==> src/rtl/ad9783_pkg.sv <==
// ad9783_pkg: sequencer states, SPI frame fields and the AD9783 power-up register table.
package ad9783_pkg;

    typedef enum logic [2:0] {ST_RST, ST_WAIT, ST_LOAD, ST_SHIFT, ST_GAP, ST_IDLE} state_t;

    localparam logic       RW_WRITE   = 1'b0;
    localparam logic [1:0] N_ONE_BYTE = 2'b00;

    // Entries are {addr[4:0], data[7:0]}
    localparam int          INIT_LEN = 4;
    localparam logic [12:0] INIT_TABLE [INIT_LEN] = '{13'h0000, 13'h0200, 13'h0300, 13'h0400};

    function automatic logic [15:0] spi_frame(input logic [4:0] addr, input logic [7:0] data);
        return {RW_WRITE, N_ONE_BYTE, addr, data};
    endfunction

endpackage

==> src/rtl/spi_shift16.sv <==
// spi_shift16: shifts one 16-bit word out MSB first; SDIO moves only on the SCLK falling transition.
module spi_shift16 #(
    parameter int CLK_DIV = 4
) (
    input  logic        i_clk,
    input  logic        i_rst_n,
    input  logic        i_load,
    input  logic [15:0] i_word,
    output logic        o_sclk,
    output logic        o_sdio,
    output logic        o_done
);

    logic [15:0] r_sh;
    logic [31:0] r_hcnt;
    logic [3:0]  r_bit;
    logic        r_active;
    logic        r_sclk;
    logic        w_half_end;

    assign w_half_end = r_active && (r_hcnt == CLK_DIV - 1);
    // Asserted during the final cycle of bit 0's high half; SCLK falls on the following edge
    assign o_done     = w_half_end && r_sclk && (r_bit == 4'd15);
    assign o_sclk     = r_sclk;
    assign o_sdio     = r_sh[15];

    always_ff @(posedge i_clk or negedge i_rst_n) begin
        if (!i_rst_n) begin
            r_sh     <= '0;
            r_hcnt   <= '0;
            r_bit    <= '0;
            r_active <= 1'b0;
            r_sclk   <= 1'b0;
        end else if (i_load) begin
            r_sh     <= i_word;
            r_hcnt   <= '0;
            r_bit    <= '0;
            r_active <= 1'b1;
            r_sclk   <= 1'b0;
        end else if (r_active) begin
            r_hcnt <= w_half_end ? '0 : r_hcnt + 32'd1;
            if (w_half_end) begin
                r_sclk <= !r_sclk;
                if (r_sclk) begin
                    r_sh  <= {r_sh[14:0], 1'b0};
                    r_bit <= r_bit + 4'd1;
                end
            end
            if (o_done)
                r_active <= 1'b0;
        end
    end

endmodule

==> src/rtl/ad9783_spi_sequencer.sv <==
// ad9783_spi_sequencer: pulses the AD9783 reset, writes the init table over SPI, then serves host writes.
module ad9783_spi_sequencer
    import ad9783_pkg::*;
#(
    parameter int CLK_DIV      = 4,
    parameter int RESET_CYCLES = 64,
    parameter int RESET_WAIT   = 1024,
    parameter int CS_GAP       = 4,
    parameter int N_INIT       = 4
) (
    input  logic       clk_in,
    input  logic       rst_in,
    input  logic       start_in,
    input  logic       wr_req_in,
    input  logic [4:0] wr_addr_in,
    input  logic [7:0] wr_data_in,
    output logic       wr_ack_out,
    output logic       busy_out,
    output logic       init_done_out,
    output logic       dac_reset_out,
    output logic       spi_cs_n_out,
    output logic       spi_sclk_out,
    output logic       spi_sdio_out
);

    state_t                        r_state;
    state_t                        w_next;
    logic [31:0]                   r_cnt;
    logic [$clog2(INIT_LEN)-1:0]   r_idx;
    logic                          r_init_done;
    logic                          r_cs_n;
    logic                          r_dac_rst;
    logic                          w_load;
    logic                          w_ack;
    logic                          w_done;
    logic [12:0]                   w_entry;
    logic [15:0]                   w_word;

    assign w_entry = INIT_TABLE[r_idx];
    assign w_word  = (r_state == ST_IDLE) ? spi_frame(wr_addr_in, wr_data_in)
                                          : spi_frame(w_entry[12:8], w_entry[7:0]);

    always_comb begin
        w_next = r_state;
        w_load = 1'b0;
        w_ack  = 1'b0;
        case (r_state)
            ST_RST:   if (r_cnt == RESET_CYCLES - 1) w_next = ST_WAIT;
            ST_WAIT:  if (r_cnt == RESET_WAIT - 1) w_next = ST_LOAD;
            ST_LOAD: begin
                w_next = ST_SHIFT;
                w_load = 1'b1;
            end
            ST_SHIFT: if (w_done) w_next = ST_GAP;
            // Host frames only occur after init, so init_done tells the two GAP exits apart
            ST_GAP:   if (r_cnt == CS_GAP - 1)
                          w_next = (!r_init_done && (32'(r_idx) < N_INIT - 1)) ? ST_LOAD : ST_IDLE;
            ST_IDLE: begin
                if (start_in)
                    w_next = ST_RST;
                else if (wr_req_in) begin
                    w_next = ST_SHIFT;
                    w_load = 1'b1;
                    w_ack  = 1'b1;
                end
            end
            default:  w_next = ST_RST;
        endcase
    end

    always_ff @(posedge clk_in or negedge rst_in) begin
        if (!rst_in) begin
            r_state     <= ST_RST;
            r_cnt       <= '0;
            r_idx       <= '0;
            r_init_done <= 1'b0;
            r_cs_n      <= 1'b1;
            r_dac_rst   <= 1'b1;
        end else begin
            r_state   <= w_next;
            r_cnt     <= (w_next != r_state) ? '0 : r_cnt + 32'd1;
            r_cs_n    <= (w_next != ST_SHIFT);
            r_dac_rst <= (w_next == ST_RST);
            if (r_state == ST_WAIT)
                r_idx <= '0;
            else if (r_state == ST_GAP && w_next == ST_LOAD)
                r_idx <= r_idx + 1'b1;
            if (w_next == ST_RST)
                r_init_done <= 1'b0;
            else if (r_state == ST_GAP && w_next == ST_IDLE)
                r_init_done <= 1'b1;
        end
    end

    spi_shift16 #(.CLK_DIV(CLK_DIV)) u_shift (
        .i_clk   (clk_in),
        .i_rst_n (rst_in),
        .i_load  (w_load),
        .i_word  (w_word),
        .o_sclk  (spi_sclk_out),
        .o_sdio  (spi_sdio_out),
        .o_done  (w_done)
    );

    assign wr_ack_out    = w_ack;
    assign busy_out      = (r_state != ST_IDLE);
    assign init_done_out = r_init_done;
    assign dac_reset_out = r_dac_rst;
    assign spi_cs_n_out  = r_cs_n;

endmodule

==> config.mk <==
export PLATFORM = sky130hd
export DESIGN_NAME = ad9783_spi_sequencer
export DESIGN_NICKNAME = d
export VERILOG_FILES = /design/src/rtl/ad9783_pkg.sv /design/src/rtl/spi_shift16.sv /design/src/rtl/ad9783_spi_sequencer.sv
export SDC_FILE = /design/constraint.sdc
export NUM_CORES = 1
export LEC_CHECK = 0
export CORE_MARGIN = 2
export CORE_UTILIZATION = 40
export CTS_BUF_LIST = sky130_fd_sc_hd__clkbuf_2 sky130_fd_sc_hd__clkbuf_4 sky130_fd_sc_hd__clkbuf_8
export DETAILED_ROUTE_END_ITERATION = 8
export GPL_TIMING_DRIVEN = 0
export PLACE_DENSITY = 0.65
export SKIP_LAST_GASP = 1
export SLEW_MARGIN = 30
export SYNTH_ARGS = -nofsm -noshare
export SYNTH_HDL_FRONTEND = slang
export SYNTH_SLANG_ARGS = --single-unit
==> constraint.sdc <==
create_clock -name clk_in -period 2.8 [get_ports clk_in]
set_input_delay 0.56 -clock clk_in [delete_from_list [all_inputs] [get_ports clk_in]]
set_output_delay 0.56 -clock clk_in [all_outputs]
set_load 0.005 [all_outputs]
==> results of run 1 <==
-- worst min path at each step --
| stage | start | to | slack (ns) | cells after the start |
|---|---|---|---|---|
| after global routing | rst_in | u_shift.r_hcnt[12] | 0.05 | 1 |
| after detailed placement | rst_in | u_shift.r_hcnt[12] | 0.46 | 1 |
| final | rst_in | u_shift.r_hcnt[12] | 0.03 | 1 |
| after CTS | rst_in | u_shift.r_hcnt[12] | 0.04 | 1 |
| after global placement | u_shift.r_hcnt[30] | u_shift.r_hcnt[30] | 0.50 | 1 |
| after floorplan | rst_in | init_done_out | 0.26 | 0 |
-- power groups by stage --
stage | combinational [W] | clock, W | sequential [W]
after floorplan | 0.00000729 | 0 | 0.00139
after global placement | 0.0000592 | 0 | 0.00139
after detailed placement | 0.0000651 | 0 | 0.00139
after CTS | 0.0000657 | 0.000988 | 0.00137
after global routing | 0.0000717 | 0.00104 | 0.00137
final | 0.0000630 | 0.000965 | 0.00136
-- logic make-up (layout without fill, tap and decap cells) --
group	Yosys count	in the layout	share of synthesized area
mux	16	16	0.0322
buf+inv	35	78	0.0300
compound gates	80	80	0.0907
flops	94	94	0.474
xor+xnor	48	48	0.0847
simple gates	258	258	0.276
fa+ha+maj	5	5	0.0126
-- registers in the layout, indices dropped and copies added, names as in the netlist --
signal            count
u_shift.r_bit         4
r_idx                 2
dac_reset_out         1
init_done_out         1
u_shift.r_active      1
u_shift.r_sh         16
spi_cs_n_out          1
r_cnt                32
u_shift.r_hcnt       32
r_state               3
u_shift.o_sclk        1
-- critical path, cell delays in order --
cell and delay, ns:
clkdlybuf4s50_1 0.51, nand2b_1 0.26, nor2_4 0.13, buf_4 0.19, clkdlybuf4s50_1 0.51
-- metal layers --
metal	wire, um	GRT usage
met1	5260	0.231
met2	5000	0.274
met3	290	0.0282
met4	184	0.0731
met5	0	0
-- cell type report --
type,count,area (um2),share of cell area
Buffer,22,108,0.0188
Sequential cell,94,2360,0.412
Timing Repair Buffer,27,282,0.0492
Inverter,13,51.3,0.00897
Multi-Input combinational cell,407,2500,0.438
Tap cell,168,210,0.0368
Clock inverter,5,57.6,0.0101
Clock buffer,11,151,0.0265
-- layout by cell type, fill, tap and decap left out, drive strengths merged, types with 2 or more instances in the layout --
cell type	netlist	layout
inv	12	13
clkinv	1	4
nor4b	3	3
xor2	29	29
a22o	2	2
o21ai	42	42
nand4	19	19
buf	7	13
and4	9	9
o22ai	3	3
nor4	20	20
nor2	42	42
a31oi	3	3
clkdlybuf4s50	0	22
xnor2	19	19
nand3	28	28
a2bb2oi	2	2
nand2b	7	7
nor2b	2	2
and3	5	5
or3	12	12
or4	3	3
a21oi	20	20
a211oi	3	3
nor3b	4	4
o211ai	2	2
dfrtp	92	92
clkbuf	15	25
nor3	40	40
mux2i	16	16
ha	5	5
dfstp	2	2
nand2	57	57
and2	2	2
-- what timing repair did --
item	in CTS	in global routing
buffers inserted	0	3
pin swaps	0	3
hold endpoints to repair	0	0
setup endpoints to repair	31	32
resized for setup	6	9
-- through the flow --
step | instances | worst slack (ns) | util
after floorplan | 536 | 0.385 | -
after global placement | 727 | -2.30 | 0.448
after detailed placement | 728 | -0.270 | 0.451
after CTS | 744 | -0.0481 | 0.469
after global routing | 747 | 0.00982 | 0.474
final | 747 | 0.0845 | 0.474
-- synth_stat cells, drive strengths merged, types with 2 or more instances --
master,n,area share
o22ai,3,0.0038
nor2b,2,0.0025
a31oi,3,0.0038
o211ai,2,0.0030
inv,12,0.0091
xor2,29,0.051
nor4b,3,0.0053
nand2b,7,0.0088
nor4,20,0.029
or4,3,0.0060
nor2,42,0.032
a2bb2oi,2,0.0035
ha,5,0.013
nand4,19,0.025
clkbuf,15,0.012
mux2i,16,0.032
xnor2,19,0.034
a211oi,3,0.0055
nor3b,4,0.0060
or3,12,0.015
and2,2,0.0025
nor3,40,0.040
dfstp,2,0.011
buf,7,0.0086
dfrtp,92,0.46
a22o,2,0.0035
a21oi,20,0.020
and4,9,0.016
and3,5,0.0063
nand3,28,0.028
nand2,57,0.043
o21ai,42,0.042
==> run summary, run 1 <==
Maximum VDD drop: 0.000227 V
Synth Flop Type: dfrtp_1
Post-synthesis register bit count: 94
Routed Antenna Nets: 0
Vias in the first global route: 3,980
Post-synth EDFFs: 0
Maxcap violations: 0
Final Cell Area: 0.00572 mm2
Fin crit period: 2.72 ns
Via count: 4,059
PnR Total Power: 0.00239 W
# diodes: 0
# port buffers: 23
Final Setup Violations: 0
Hold Slack: 0.0340 ns
Overall routed net length: 10.7 mm
RR Endpoint: r_cnt[11]
I/O pins: 24
CP Launch Type: input port
Crit Path Category: input port to output port
Combinational power share: 0.026
Fin. max-slew vios: 0
Clk sinks: 94
Synth Instances: 536
Net count after synthesis: 558
Die width: 115 um
# fillers: 1,174
Critical R2R Launch: r_cnt[1]
Cell row count: 40
Drt pass-1 iters: 4
Setup crit end: wr_ack_out
P&R area growth vs syn: 15.1%
Critical path arrival: 2.16 ns
CP Max Fanout: 10
Largest net degree at the start of global routing: 64
Drt initial violations: 300
Share of layout cells above drive strength 1: 0.0829
Die Area: 0.0133 mm2
Synth cell types: 50
CTS Buffer Depth: 2
Hold buffers post-CTS: 0
Lkg Pwr: 2.44 nW
Clk_lat worst skew: 0.39 ns
Int Pwr: 0.00185 W
Power share of the clock group: 0.403
Vias/cell: 5.43
CP Capture Type: output port
Grt ovf: 0
H-tree Lvls: 3
Critical Path Start: start_in
Clk_skew: 0.0172 ns
Req. time, crit path: 2.24 ns
Yosys warning count: 0
Ratio of final minimum period to clock period: 0.970
Worst R2R Path Depth: 10
Mapped cell area: 0.00497 mm2
Sw Ratio: 0.226
Reg clk slew, reported paths: 0.10 ns
Area post-placement: 0.00544 mm2
P_sw: 0.000541 W
RSZ-0062 raised after global routing: false
Slew headroom: 0.358
Nets: 596
Number of remaining DRC errors: 0
Initial antenna violation count: 0
Register-to-register setup slack: 0.14 ns
Async S/R FF share, synth: 1.00
Actual slew at the worst max-slew pin: 0.956 ns
All-Layer GR Usage: 0.171
Final HPWL DP: 7.61 mm
Post-synthesis sequential area ratio: 0.474
Fmax: 368 MHz
CTS buffer count: 9
Global-route wire length before repair: 18.4 mm
Initial Util: 0.412
Final Hold Viols: 0
Pwr/cell area: 419 mW/mm2
Clock tree root buffer cell: clkbuf_8
DR WL/cell: 14.4 um
GPL Wtd Cong: 0.799
Post-Syn Area per Cell: 9.26 um2
TritonCTS clock tree: yes
Core ar.: 0.0121 mm2
Worst hold path class: input port to async pin
Status: finished, final reports clean
Final setup TNS: 0 ns
Die Ht: 115 um
Sequential share of power: 0.570
Power figures use the tool's default switching activity.
==> inputs of run 2 (changes only) <==
--- a/config.mk
+++ b/config.mk
@@ -5,12 +5,12 @@
 export SDC_FILE = /design/constraint.sdc
 export NUM_CORES = 1
 export LEC_CHECK = 0
+export ABC_AREA = 1
 export CORE_MARGIN = 2
 export CORE_UTILIZATION = 40
 export CTS_BUF_LIST = sky130_fd_sc_hd__clkbuf_2 sky130_fd_sc_hd__clkbuf_4 sky130_fd_sc_hd__clkbuf_8
 export DETAILED_ROUTE_END_ITERATION = 8
 export GPL_TIMING_DRIVEN = 0
-export PLACE_DENSITY = 0.65
 export SKIP_LAST_GASP = 1
 export SLEW_MARGIN = 30
 export SYNTH_ARGS = -nofsm -noshare
==> run summary, run 2 <==
Largest net degree at the start of global routing: 51 (was 64)
Clk_skew: 0.0242 ns (was 0.0172 ns)
Async S/R FF share, synth: 1.00 (unchanged)
H-tree Lvls: 3 (unchanged)
Cell row count: 43 (was 40)
Crit Path Category: input port to output port (unchanged)
Clock tree root buffer cell: clkbuf_8 (unchanged)
CTS buffer count: 9 (unchanged)
CP Capture Type: output port (unchanged)
Clk sinks: 94 (unchanged)
P&R area growth vs syn: 11.8% (was 15.1%)
Reg clk slew, reported paths: 0.11 ns (was 0.10 ns)
Setup crit end: wr_ack_out (unchanged)
CP Launch Type: input port (unchanged)
Hold buffers post-CTS: 0 (unchanged)
Drt initial violations: 284 (was 300)
Status: finished, final reports clean (unchanged)
Slowest stage delay, CP: 0.58 ns (was 0.51 ns)
RSZ-0062 raised after global routing: false (unchanged)
PnR Total Power: 0.00264 W (was 0.00239 W)
Ratio of final minimum period to clock period: 0.943 (was 0.970)
Register-to-register setup slack: 0.58 ns (was 0.14 ns)
Most frequent cells in the layout: nand2_1, nor2_1, dfrtp_1, inv_1, nand3_1 (was dfrtp_1, nand2_1, nor2_1, o21ai_0, nor3_1)
Synth Instances: 733 (was 536)
Hold Slack: 0.106 ns (was 0.0340 ns)
Net count after synthesis: 755 (was 558)
Critical path arrival: 2.08 ns (was 2.16 ns)
Grt ovf: 0 (unchanged)
Final Hold Viols: 0 (unchanged)
Overall routed net length: 12.8 mm (was 10.7 mm)
Share of layout cells above drive strength 1: 0.131 (was 0.0829)
Number of remaining DRC errors: 0 (unchanged)
Die Ht: 124 um (was 115 um)
CTS-repair resized insts: 0 (was 6)
# diodes: 0 (unchanged)
Post-Syn Area per Cell: 7.87 um2 (was 9.26 um2)
Post-synth EDFFs: 0 (unchanged)
RR Endpoint: u_shift.r_sh[4] (was r_cnt[11])
Final Setup Violations: 0 (unchanged)
Nets: 790 (was 596)
Synth cell types: 46 (was 50)
Maximum VDD drop: 0.000205 V (was 0.000227 V)
Actual slew at the worst max-slew pin: 0.512 ns (was 0.956 ns)
Setup Fix Bufs, Post-CTS: 0 (unchanged)
Most used cell, CP: clkdlybuf4s50_1 (unchanged)
Initial antenna violation count: 0 (unchanged)
Fin. max-slew vios: 0 (unchanged)
Synth top area cells: dfrtp_1, nand2_1, nor2_1 (was dfrtp_1, xor2_1, nand2_1)
Mapped cell area: 0.00577 mm2 (was 0.00497 mm2)
DP Cell Count: 937 (was 728)
Die Area: 0.0154 mm2 (was 0.0133 mm2)
Via count: 4,738 (was 4,059)
Initial Util: 0.413 (was 0.412)
Vias in the first global route: 4,656 (was 3,980)
Req. time, crit path: 2.24 ns (about the same)
Worst R2R Path Depth: 11 (was 10)
Die width: 124 um (was 115 um)
Fin crit period: 2.64 ns (was 2.72 ns)
Global-route wire length before repair: 21.9 mm (was 18.4 mm)
Critical R2R Launch: u_shift.r_hcnt[0] (was r_cnt[1])
Pwr/cell area: 408 mW/mm2 (was 419 mW/mm2)
Synth Flop Type: dfrtp_1 (unchanged)
Maxcap violations: 0 (unchanged)
# fillers: 1,378 (was 1,174)
Clk_lat worst skew: 0.39 ns (about the same)
CP max-delay cell: clkdlybuf4s50_1 (unchanged)
Post-synthesis sequential area ratio: 0.408 (was 0.474)
Layout Cells excl Fill: 953 (was 747)
Drt pass-1 iters: 4 (unchanged)
Critical Path Start: wr_req_in (was start_in)
Final HPWL DP: 9.73 mm (was 7.61 mm)
Setup ws final: 0.159 ns (was 0.0845 ns)
Pre-CTS setup slack: 0.147 ns (was -0.270 ns)
Synth top cells by count: nand2_1, nor2_1, dfrtp_1, inv_1, nand3_1 (was dfrtp_1, nand2_1, nor2_1, nor3_1, o21ai_0)
Fmax: 379 MHz (was 368 MHz)
Yosys warning count: 0 (unchanged)
CTS Buffer Depth: 2 (unchanged)
I/O pins: 24 (unchanged)
Biggest regs: r_cnt (32), u_shift.r_hcnt (32), u_shift.r_sh (16) (unchanged)
All-Layer GR Usage: 0.181 (was 0.171)
Most common cell after layout, fill and taps aside: nand2_1 (was dfrtp_1)
Vias/cell: 4.97 (was 5.43)
Worst hold path class: input port to async pin (unchanged)
Post-synthesis register bit count: 94 (unchanged)
Most numerous cell in the Yosys netlist: nand2_1 (was dfrtp_1)
DR WL/cell: 13.4 um (was 14.4 um)
Routed Antenna Nets: 0 (unchanged)
TritonCTS clock tree: yes (unchanged)
# port buffers: 23 (unchanged)
GPL Wtd Cong: 0.903 (was 0.799)
CP cell instances: clkdlybuf4s50_1 > inv_1 > nor3_4 > clkdlybuf4s50_1 (was clkdlybuf4s50_1 > nand2b_1 > nor2_4 > buf_4 > clkdlybuf4s50_1)
CP Max Fanout: 8 (was 10)
Slew headroom: 0.655 (was 0.358)
Lkg Pwr: 2.95 nW (was 2.44 nW)
Core ar.: 0.0140 mm2 (was 0.0121 mm2)
Top cell type's share of synthesized area: 0.399 (was 0.464)
Top cell type by total area after synthesis: dfrtp_1 (unchanged)
-- run 2: area by class of cell --
type / count / area [um2] / share of cell area
multi-input combinational: 528 / 2920 / 0.452
sequential: 94 / 2350 / 0.365
inverter: 98 / 368 / 0.0570
timing repair buffer: 24 / 259 / 0.0401
tap: 180 / 225 / 0.0349
buffer: 13 / 133 / 0.0205
clock buffer: 9 / 124 / 0.0192
clock inverter: 7 / 75.1 / 0.0116
-- run 2: power by group --
group / internal [W] / switching [W] / total (W)
Sequential: 0.00141 / 0.0000690 / 0.00148
Combinational: 0.0000956 / 0.000144 / 0.000240
Clock: 0.000354 / 0.000560 / 0.000914
Total: 0.00186 / 0.000774 / 0.00264
-- run 2: cells by family after synthesis --
logic type               count (synthesis)  share of synthesized area
AND/OR/NAND/NOR                        417                      0.363
multiplexers                             2                    0.00347
buffers and inverters                  111                     0.0867
XOR/XNOR                                38                     0.0577
AO/OA/AOI/OAI                           66                     0.0707
adder cells (fa/ha/maj)                  5                     0.0108
flip-flops                              94                      0.408
-- run 2: worst max-delay path, delay by kind of cell --
kind          cells  cell delay (ns)
buf+inv           3             1.13
simple gates      1             0.38
-- run 2: how the worst min path moves through the flow --
| stage | depth (start not counted) | startpoint | end | slack (ns) |
|---|---|---|---|---|
| 2_1_floorplan | 0 | rst_in | init_done_out | 0.26 |
| 3_3_place_gp | 1 | r_cnt[0] | r_cnt[0] | 0.45 |
| 3_5_place_dp | 1 | r_cnt[0] | r_cnt[0] | 0.46 |
| 4_1_cts | 1 | rst_in | u_shift.r_hcnt[27] | 0.10 |
| 5_1_grt | 1 | rst_in | u_shift.r_hcnt[15] | 0.12 |
| 6_report | 1 | rst_in | u_shift.r_hcnt[0] | 0.11 |
-- run 2: metal layers --
metal / global-route usage / share of wire / vias up
li1: - / - / 2416
met5: 0 / 0 / -
met3: 0.0270 / 0.026 / 16
met4: 0.0653 / 0.018 / 0
met2: 0.293 / 0.46 / 61
met1: 0.245 / 0.49 / 2245
-- run 2: per-stage QoR --
stage | instance area, um2 | TNS, ns | util
after floorplan | 5770 | 0 | -
after detailed placement | 6260 | 0 | 0.447
after CTS | 6450 | 0 | 0.461
final | 6450 | 0 | 0.461
after global routing | 6450 | 0 | 0.461
after global placement | 6230 | -229.32 | 0.445
==> edit 1 (config.mk and constraints of run 1) <==
Make the reset (`i_rst_n` and `rst_in`) synchronous in 2 clocked blocks.
--- a/src/rtl/spi_shift16.sv
+++ b/src/rtl/spi_shift16.sv
@@ -24,7 +24,7 @@
     assign o_sclk     = r_sclk;
     assign o_sdio     = r_sh[15];
 
-    always_ff @(posedge i_clk or negedge i_rst_n) begin
+    always_ff @(posedge i_clk) begin
         if (!i_rst_n) begin
             r_sh     <= '0;
             r_hcnt   <= '0;
--- a/src/rtl/ad9783_spi_sequencer.sv
+++ b/src/rtl/ad9783_spi_sequencer.sv
@@ -68,7 +68,7 @@
         endcase
     end
 
-    always_ff @(posedge clk_in or negedge rst_in) begin
+    always_ff @(posedge clk_in) begin
         if (!rst_in) begin
             r_state     <= ST_RST;
             r_cnt       <= '0;
Function: same outputs for any inputs over 10 cycles, from zero or initial values and one cycle with rst_in low; that may be too few to reach the edited logic, so the function may still have changed.
==> edit 1 against run 1 <==
- design area is 9.5% lower
- setup slack improved by 0.047 ns
- final cell count down 4.4%
- utilization down 0.28 points
- clock skew fell by 0.0050 ns
- non-clock buffer count is 2 lower
- area after synthesis is 8.5% lower
- sequential cell count is the same
- first-iteration DRC count decreased by 21%
- routed wire length is 11% lower
- sequential share of layout area shrank 4.8 points
- total power shrank 3.1%
- critical path type is now reg2reg
- largest power group unchanged
- highest routed layer unchanged
==> edit 1: results (changes against run 1) <==
Placed design
  – GP Congestion: 0.805 (was 0.799)
  – Post-placement cell area: 4950 um2 (was 5440 um2)
  – Placed Instances: 699 (was 728)
  – Place WS: 0.105 ns (was -0.270 ns)
  – Post-DP HPWL: 6.78 mm (was 7.61 mm)

Layout
  – Seq area share: 36.4% (was 41.2%)
  – Clock buffers: 13 (was 11)
  – Non-clock buffer share: 6.84% (was 6.81%)
  – Final Util: 47.1% (was 47.4%)
  – Clock network area share: 3.80% (was 3.65%)
  – Final #Nets: 593 (was 596)
  – Multi-input logic area: 2520 um2 (was 2500 um2)
  – Non-clock buffers: 47 (was 49)
  – Filler cells: 1063 (was 1174)
  – Layout cells sized above 1: 8.89% (was 8.29%)
  – Multi-Input Combinational: 406 (was 407)

Die
  – Cell Rows: 38 (was 40)

Pwr
  – Leak: 0.00168 uW (was 0.00244 uW)
  – Peak supply drop: 0.000343 V (was 0.000227 V)

GRT
  – Met3 GRT Util: 3.68% (was 2.82%)
  – Tot GR Track Use: 16.0% (was 17.1%)
  – Met2 usage: 27.6% (was 27.4%)
  – Largest net degree at the start of global routing: 14 (was 64)
  – Grt met1 use: 19.9% (was 23.1%)
  – Wire length of the first global-routing pass: 16.6 mm (was 18.4 mm)
  – Vias in the first global route: 3668 (was 3980)

Synthesis
  – Sequential fraction of the synthesis area: 41.4% (was 47.4%)
  – Commonest register cell after synthesis: dfxtp_1 (was dfrtp_1)
  – Multiplexer area fraction after synthesis: 0% (was 3.22%)
  – Async S/R FF share, synth: 0% (was 100%)
  – Top cells by count, synth: dfxtp_1, nand2_1, nor2_1 (was dfrtp_1, nand2_1, nor2_1)
  – Post-Synth XOR/XNOR Area: 10.8% (was 8.47%)

STA
  – Skew final: 0.0122 ns (was 0.0172 ns)
  – Max-slew headroom: 66.5% (was 35.8%)
  – Final hold slack: 0.461 ns (was 0.0340 ns)

Critical path
  – Family with the most delay on the worst path: simple AND/OR/NAND/NOR gates (was buffers and inverters)
  – Reg2reg path depth: 8 (was 10)
  – CP max stage cell: or4_4 (was clkdlybuf4s50_1)
  – CP max FO: 10 (unchanged)
  – CP arrival: 2.91 ns (was 2.16 ns)
  – Delay of the slowest critical-path stage: 0.56 ns (was 0.51 ns)
  – FF-to-FF Start: r_cnt[0] (was r_cnt[1])
  – Worst R2R End: r_cnt[22] (was r_cnt[11])

Drt
  – Total Wirelength: 9.50 mm (was 10.7 mm)
  – Met2 wire len: 4.43 mm (was 5.00 mm)
  – WL met3: 254 um (was 290 um)
  – Avg WL per Cell: 13.3 um (was 14.4 um)
  – Pre-antenna DRT Iters: 4 (unchanged)

Clocking
  – Worst skew pair latency: 0.36 ns (was 0.39 ns)

Outcome
  – Status: complete, no violations (unchanged)

Hold path
  – Hold WC Path Type: reg2reg (was in2async)
edit 1: repair_timing:
action / in CTS / in global routing
setup buffers: 0 / 1
resized for setup: 0 / 7
setup endpoints to repair: 0 / 36
edit 1: power by group through the flow:
stage | sequential (uW) | clock (uW) | combinational (uW)
after CTS | 1340 | 943 | 65.6
after global placement | 1380 | 0 | 64.5
after global routing | 1340 | 993 | 72.3
after detailed placement | 1380 | 0 | 65.4
final | 1340 | 911 | 65.3
after floorplan | 1370 | 0 | 29.7
edit 1: how the worst max path moves through the flow:
stage / start / endpoint / slack (ns)
5_1_grt: u_shift.r_hcnt[0] / r_cnt[7] / -0.01
2_1_floorplan: r_cnt[0] / r_cnt[17] / 0.49
3_5_place_dp: u_shift.r_hcnt[0] / r_cnt[5] / 0.10
3_3_place_gp: r_cnt[6] / r_cnt[7] / 0.09
6_report: r_cnt[0] / r_cnt[22] / 0.13
4_1_cts: u_shift.r_hcnt[0] / r_cnt[7] / 0.08
==> edit 2 (flow settings as in run 1) <==
Made on the original files. Change the parameter `RESET_CYCLES` from 64 to 48.
--- a/src/rtl/ad9783_spi_sequencer.sv
+++ b/src/rtl/ad9783_spi_sequencer.sv
@@ -3,7 +3,7 @@
     import ad9783_pkg::*;
 #(
     parameter int CLK_DIV      = 4,
-    parameter int RESET_CYCLES = 64,
+    parameter int RESET_CYCLES = 48,
     parameter int RESET_WAIT   = 1024,
     parameter int CS_GAP       = 4,
     parameter int N_INIT       = 4
Check against the original RTL: same outputs for any inputs over 10 cycles, from zero or initial values and one cycle with rst_in low; that may be too few to reach the edited logic, so the function may still have changed.
==> edit 2 against run 1 <==
- routed wire length is 5.9% lower
- non-clock buffer count shrank 2
- combinational power decreased by 13%
- setup slack gained 0.097 ns
- design area fell by 3.2%
- register-to-register slack gained 0.04 ns
- sequential power about the same
- sequential cell count unchanged
- fmax increased by 3.7%
- critical path depth grew 3
- sequential share of layout area grew 1.3 points
- die area is 1.9% lower
- area after synthesis shrank 1.9%
- total power is 4.8% lower
- largest cell class unchanged
- largest power group unchanged
==> edit 2: results (changes against run 1) <==
GRT
  – Met3 GRT Util: 3.92% (was 2.82%)
  – Tot GR Track Use: 16.9% (was 17.1%)
  – Wire length of the first global-routing pass: 18.0 mm (was 18.4 mm)
  – Met2 usage: 27.8% (was 27.4%)
  – Grt met1 use: 22.5% (was 23.1%)

Critical path
  – Reg2reg path depth: 8 (was 10)
  – R2R setup slack: 0.18 ns (was 0.14 ns)
  – CP max stage cell: or4_1 (was clkdlybuf4s50_1)
  – FF-to-FF Start: u_shift.r_hcnt[6] (was r_cnt[1])
  – Worst R2R End: u_shift.r_sh[8] (was r_cnt[11])

Clocking
  – Worst skew pair latency: 0.36 ns (was 0.39 ns)
  – Post-CTS Resized: 1 (was 6)

Drt
  – Avg WL per Cell: 14.3 um (was 14.4 um)
  – Met2 wire len: 4.78 mm (was 5.00 mm)
  – Vias: 3812 (was 4059)
  – Routed met1 length: 5.01 mm (was 5.26 mm)
  – Total Wirelength: 10.1 mm (was 10.7 mm)

Layout
  – Layout cells sized above 1: 6.95% (was 8.29%)
  – Filler cells: 1141 (was 1174)

Synthesis
  – Synth top area cells: dfrtp_1, xor2_1, nor2_1, nand3_1, nand2_1 (was dfrtp_1, xor2_1, nand2_1, nor3_1, o21ai_0)
  – Top cells by count, synth: dfrtp_1, nor2_1, nand2_1 (was dfrtp_1, nand2_1, nor2_1)
  – Multiplexer area fraction after synthesis: 2.67% (was 3.22%)
  – Post-Syn Instances: 520 (was 536)
  – Post-Synth XOR/XNOR Area: 10.1% (was 8.47%)

STA
  – Final hold slack: 0.0622 ns (was 0.0340 ns)
  – Skew final: 0.00524 ns (was 0.0172 ns)

Pwr
  – Peak supply drop: 0.000245 V (was 0.000227 V)
  – Net Sw Power: 552 uW (was 541 uW)

Outcome
  – Status: complete, no violations (unchanged)

Placed design
  – Post-placement cell area: 5310 um2 (was 5440 um2)
  – GP Congestion: 0.812 (was 0.799)
  – Post-DP HPWL: 7.46 mm (was 7.61 mm)
  – Place WS: -0.327 ns (was -0.270 ns)
==> edit 2: cell types whose count changed in the layout (fill, tap and decap cells not counted), sizes merged, moves of 8 or more <==
cell,before,now
nor2,42,81
nor3,40,6
o21ai,42,22
and3,5,17
nand2,57,46
nand3,28,39
xor2,29,38
a21oi,20,12
==> edit 2: power by group through the flow <==
stage | logic, uW | registers (uW) | clock network, uW
final | 54.8 | 1360 | 866
after global routing | 62.6 | 1360 | 956
after CTS | 57.9 | 1360 | 899
after detailed placement | 57.7 | 1380 | 0
after global placement | 51.5 | 1380 | 0
after floorplan | 0.930 | 1380 | 0
==> edit 2: layout make-up <==
type                            instances  area [um2]  share of cell area (%)
Multi-Input combinational cell        393        2390                    43.2
Sequential cell                        94        2350                    42.5
Timing Repair Buffer                   25         267                    4.81
Tap cell                              147         184                    3.32
Clock buffer                            9         124                    2.24
Buffer                                 22         111                    2.01
Clock inverter                          7        65.1                    1.17
Inverter                               11        41.3                   0.746
==> edit 2: how the worst max path moves through the flow <==
stage                           start                  to  slack (ns)  depth (start not counted)
floorplan           u_shift.r_hcnt[6]           r_cnt[17]        0.47                          8
global placement               rst_in           r_cnt[23]       -2.26                          1
detailed placement           start_in  u_shift.r_hcnt[22]       -0.33                          9
CTS                  u_shift.r_active  u_shift.r_hcnt[14]        0.05                          8
global route               r_state[0]  u_shift.r_hcnt[21]        0.04                          9
finish              u_shift.r_hcnt[6]     u_shift.r_sh[8]        0.18                          8
==> edit 2: worst reg2reg max path, stage by stage, from the launching register on <==
cell	delay [ns]
dfrtp_1	0.46
or4_1	0.52
or4_1	0.47
nor4_4	0.24
buf_4	0.18
buf_2	0.26
nor2b_1	0.08
a211oi_1	0.20
a31oi_1	0.07
